File: config.mk
export PLATFORM = sky130hd
export DESIGN_NAME = uart_tx
export DESIGN_NICKNAME = d
export VERILOG_FILES = /design/src/rtl/uart_tx.sv
export SDC_FILE = /design/constraint.sdc
export NUM_CORES = 1
export LEC_CHECK = 0
export ABC_AREA = 1
export CAP_MARGIN = 15
export CORE_MARGIN = 5
export CORE_UTILIZATION = 40
export DETAILED_ROUTE_END_ITERATION = 7
export DONT_BUFFER_PORTS = 1
export PLACE_DENSITY_LB_ADDON = 0.05
export RECOVER_POWER = 50
export SLEW_MARGIN = 20
export SYNTH_ARGS = -nofsm -noshare
export SYNTH_HDL_FRONTEND = slang
export SYNTH_SLANG_ARGS = --single-unit
File: constraint.sdc
create_clock -name clk -period 1.9 [get_ports clk]
set_input_delay 0.285 -clock clk [delete_from_list [all_inputs] [get_ports clk]]
set_output_delay 0.285 -clock clk [all_outputs]
set_load 0.02 [all_outputs]
File: src/rtl/uart_tx.sv
// 8N1 UART transmitter with a one-entry holding register for gap-free back-to-back frames.
// The block input defers new frames only at frame-start decision points.
module uart_tx #(
  parameter int CLK_PER_BIT = 100
) (
  input  logic       clk,
  input  logic       rst_n,
  output logic       tx,
  input  logic [7:0] data,
  input  logic       new_data,
  output logic       ready,
  input  logic       block,
  output logic       busy
);

  localparam int            CW       = (CLK_PER_BIT > 1) ? $clog2(CLK_PER_BIT) : 1;
  localparam logic [CW-1:0] CTR_LAST = CW'(CLK_PER_BIT - 1);

  typedef enum logic [1:0] {
    IDLE  = 2'd0,
    START = 2'd1,
    DATA  = 2'd2,
    STOP  = 2'd3
  } state_t;

  state_t        state_q, state_d;
  logic [CW-1:0] ctr_q, ctr_d;
  logic [2:0]    idx_q, idx_d;
  logic [7:0]    shift_q, shift_d;
  logic [7:0]    hold_q, hold_d;
  logic          hold_full_q, hold_full_d;
  logic          tx_q, tx_d;
  logic          ready_q, ready_d;
  logic          busy_q, busy_d;
  logic          accept_s;
  logic          bit_done_s;

  // Next-state, datapath and registered-output computation
  always_comb begin
    state_d     = state_q;
    ctr_d       = ctr_q;
    idx_d       = idx_q;
    shift_d     = shift_q;
    hold_d      = hold_q;
    hold_full_d = hold_full_q;
    accept_s    = new_data & ~hold_full_q;
    bit_done_s  = (ctr_q == CTR_LAST);

    if (state_q == IDLE) begin
      ctr_d = '0;
    end else if (bit_done_s) begin
      ctr_d = '0;
    end else begin
      ctr_d = ctr_q + CW'(1);
    end

    case (state_q)
      IDLE: begin
        idx_d = 3'd0;
        if (hold_full_q && !block) begin
          shift_d     = hold_q;
          hold_full_d = 1'b0;
          state_d     = START;
        end else if (accept_s && !block) begin
          shift_d = data;
          state_d = START;
        end else if (accept_s) begin
          hold_d      = data;
          hold_full_d = 1'b1;
        end else begin
          state_d = IDLE;
        end
      end
      START: begin
        if (bit_done_s) begin
          state_d = DATA;
          idx_d   = 3'd0;
        end else begin
          state_d = START;
        end
      end
      DATA: begin
        if (bit_done_s && (idx_q == 3'd7)) begin
          state_d = STOP;
        end else if (bit_done_s) begin
          idx_d = idx_q + 3'd1;
        end else begin
          state_d = DATA;
        end
      end
      STOP: begin
        if (bit_done_s && hold_full_q && !block) begin
          shift_d     = hold_q;
          hold_full_d = 1'b0;
          state_d     = START;
        end else if (bit_done_s) begin
          state_d = IDLE;
        end else begin
          state_d = STOP;
        end
      end
      default: begin
        state_d = IDLE;
      end
    endcase

    // A transfer out of the holding register needs it full, so it never coincides with this accept
    if ((state_q != IDLE) && accept_s) begin
      hold_d      = data;
      hold_full_d = 1'b1;
    end else begin
      hold_d = hold_d;
    end

    case (state_d)
      IDLE:    tx_d = 1'b1;
      START:   tx_d = 1'b0;
      DATA:    tx_d = shift_d[idx_d];
      STOP:    tx_d = 1'b1;
      default: tx_d = 1'b1;
    endcase

    ready_d = ~hold_full_d;
    busy_d  = (state_d != IDLE) | hold_full_d;
  end

  // State and datapath registers
  always_ff @(posedge clk or negedge rst_n) begin
    if (!rst_n) begin
      state_q     <= IDLE;
      ctr_q       <= '0;
      idx_q       <= 3'd0;
      shift_q     <= 8'h00;
      hold_q      <= 8'h00;
      hold_full_q <= 1'b0;
      tx_q        <= 1'b1;
      ready_q     <= 1'b1;
      busy_q      <= 1'b0;
    end else begin
      state_q     <= state_d;
      ctr_q       <= ctr_d;
      idx_q       <= idx_d;
      shift_q     <= shift_d;
      hold_q      <= hold_d;
      hold_full_q <= hold_full_d;
      tx_q        <= tx_d;
      ready_q     <= ready_d;
      busy_q      <= busy_d;
    end
  end

  assign tx    = tx_q;
  assign ready = ready_q;
  assign busy  = busy_q;

endmodule
==> out/qor.yml <==
p_leak_nw: 1.38
fillCellCount: 521
synth_seq_area_share: 0.371
cp-start-kind: "flop"
crit_required_ps: 2110
relSlewSlack: 0.443
ys_types: 33
dp_slack_ps: -4.61
layout_commonest_cell: "nand2_1"
fin_skew_ps: 1.64
htreeDepth: 2
whs_endpoint: "hold_q[0]$_DFFE_PN0P_"
peakVddDrop_mv: 0.259
drt_iter0_markers: 127
cts_tree: "yes"
dpl.hpwl_mm: 4.09
cap_violations: 0
worstReg2RegEnd: "tx$_DFF_PN1_"
cts-root-buf: "clkbuf_8"
worst-path-max-fanout: 5
endpoint_kind: "flop"
area_growth_pct: 25.4
cts_buffers: 5
io_buffers: 0
drtPass1Iterations: 4
coreArea_mm2: 0.00517
fp.dieH_um: 83.5
dpl_cell_area_mm2: 0.00238
yosys_register_bits: 32
syn_avg_cell_area_um2: 7.64
setup_ws_ps: 63.2
grt_antenna_before_repair: 0
min_period_ps: 1840
grt_pass1_vias: 1796
worstPathArrival_ps: 2050
synth_area_leaders: "dfrtp_1 (35%), nand2_1 (12%), nand3_1 (10%), inv_1 (7.8%), ha_1 (6.4%)"
reg2reg_slack_ps: 60
syn_inst: 283
reg2reg_from: "ctr_q[2]$_DFF_PN0_"
wl_per_cell_um: 14.3
r2r_cells: 13
dr_wl_met3_um: 241
clock_latency_ps: 280
max_freq_mhz: 544
drt-total-wl_mm: 5.57
viasPerCell: 4.79
synth_top_area_share: 0.347
status: "complete, no violations"
top_layer: "met4"
final_area_mm2: 0.00271
wl_met2_mm: 2.49
io_pins: 15
grt_max_degree: 33
hold_class: "in2reg"
clock_path_buffers: 2
numClockSinks: 32
fin_cells: 389
grt_overflow: 0
tightest_slew_ps: 836
finalSetupTns_ps: 0
antenna_left: 0
worstSetupPathType: "reg2reg"
fin_nets: 342
die_w_um: 83.5
gp_congestion: 0.842
min_from: "data[0]"
final-setup-viol-count: 0
syn-num-nets: 306
dieArea_mm2: 0.00698
n_antenna_cell: 0
synth_top_cell_by_area: "dfrtp_1"
total_power_mw: 1.53
start_util: 0.418
drc_errors: 0
powerDensity_mw_per_mm2: 565
ys_warn_count: 0
placedCellCount: 372
grt_pass1_wl_mm: 8.98
drv_slew: 0
wl_met1_mm: 2.78
final_hold_viol_count: 0
period_share: 0.967
syn_area_mm2: 0.00216
via_count: 1865
drive_gt1_frac: 0.326
num_rows: 26
grt_use_total: 0.160
worstHoldPathCells: 1
final_cell_mix: "nand2_1 (57), inv_1 (43), nand3_1 (36)"
clk_pin_slew_ps: 70
-- critical path: stages, from the launching register on --
cell and delay (ps):
dfrtp_1 390, nor2_2 160, nand2_2 80, nor2_4 140, inv_4 60, ha_4 220
nand2_4 60, nand3_4 70, a21oi_4 200, nand2_1 100, nand3_2 90, nand3_2 80
nand3_2 60, a21oi_2 50
-- Yosys cell counts, drive strengths merged --
library cell and instances:
mux2 5, xnor2 1, o21ai 8, inv 49, nor2 19, xor2 2
a32oi 2, dfrtp 30, nand3 49, nor3b 2, nand3b 4, clkbuf 2
nand2 72, nand4 5, ha 11, buf 5, a21oi 14, a21boi 1
dfstp 2
-- routing by layer --
| layer | track usage | vias up |
|---|---|---|
| met3 | 0.0385 | 5 |
| met1 | 0.231 | 858 |
| met4 | 0.0482 | 0 |
| met5 | 0 | - |
| li1 | - | 976 |
| met2 | 0.236 | 26 |
-- per-stage QoR --
step                hold slack (ps)  utilization
floorplan                     -10.6            -
global placement              -9.76        0.461
detailed placement            -9.32        0.461
CTS                             144        0.486
global route                    130        0.524
finish                          153        0.524
-- flip-flops by register name (all words and copies together) (netlist names) --
signal,flops
hold_q,8
shift_q,8
ctr_q,7
idx_q,3
state_q,2
busy,1
hold_full_q,1
ready,1
tx,1
-- power breakdown --
group,total (mW),switching [mW],leakage (nW),internal (mW)
clock network,0.573,0.251,0.0503,0.323
registers,0.798,0.0518,0.390,0.747
logic,0.161,0.0887,0.937,0.0719
total,1.53,0.391,1.38,1.14
-- what timing repair did --
| item | in CTS | in global routing |
|---|---|---|
| endpoints found under the hold margin | 32 | 0 |
| hold buffers | 2 | 0 |
| pin swaps | 0 | 20 |
| endpoints found under the setup margin | 1 | 1 |
| setup buffers | 0 | 8 |
| resized for setup | 1 | 37 |
-- worst max-delay path by stage --
stage / cells after the start / from / end / slack [ps]
after CTS: 13 / ctr_q[3]$_DFF_PN0_ / tx$_DFF_PN1_ / 20
after floorplan: 14 / ctr_q[0]$_DFF_PN0_ / tx$_DFF_PN1_ / 6
after detailed placement: 14 / ctr_q[0]$_DFF_PN0_ / tx$_DFF_PN1_ / -5
after global routing: 13 / ctr_q[2]$_DFF_PN0_ / tx$_DFF_PN1_ / -50
final: 13 / ctr_q[2]$_DFF_PN0_ / tx$_DFF_PN1_ / 60
after global placement: 14 / ctr_q[0]$_DFF_PN0_ / tx$_DFF_PN1_ / 30
-- final cells by class --
class                   instances  area [um2]  share of cell area
clock buffers                   7        96.3              0.0355
inverters                      49         189              0.0696
multi-input cells             195        1260               0.465
flip-flops and latches         32         803               0.296
well taps                      70        87.6              0.0323
repair buffers                 36         274               0.101
-- cell families after synthesis --
kind of cell | count (synthesis) | share of synthesized area
compound gates | 25 | 0.0781
xor+xnor | 3 | 0.0121
fa+ha+maj | 11 | 0.0636
buf+inv | 56 | 0.115
flops | 32 | 0.371
mux | 5 | 0.0260
simple gates | 151 | 0.334
Note: power is estimated with default switching activity, not from simulation.
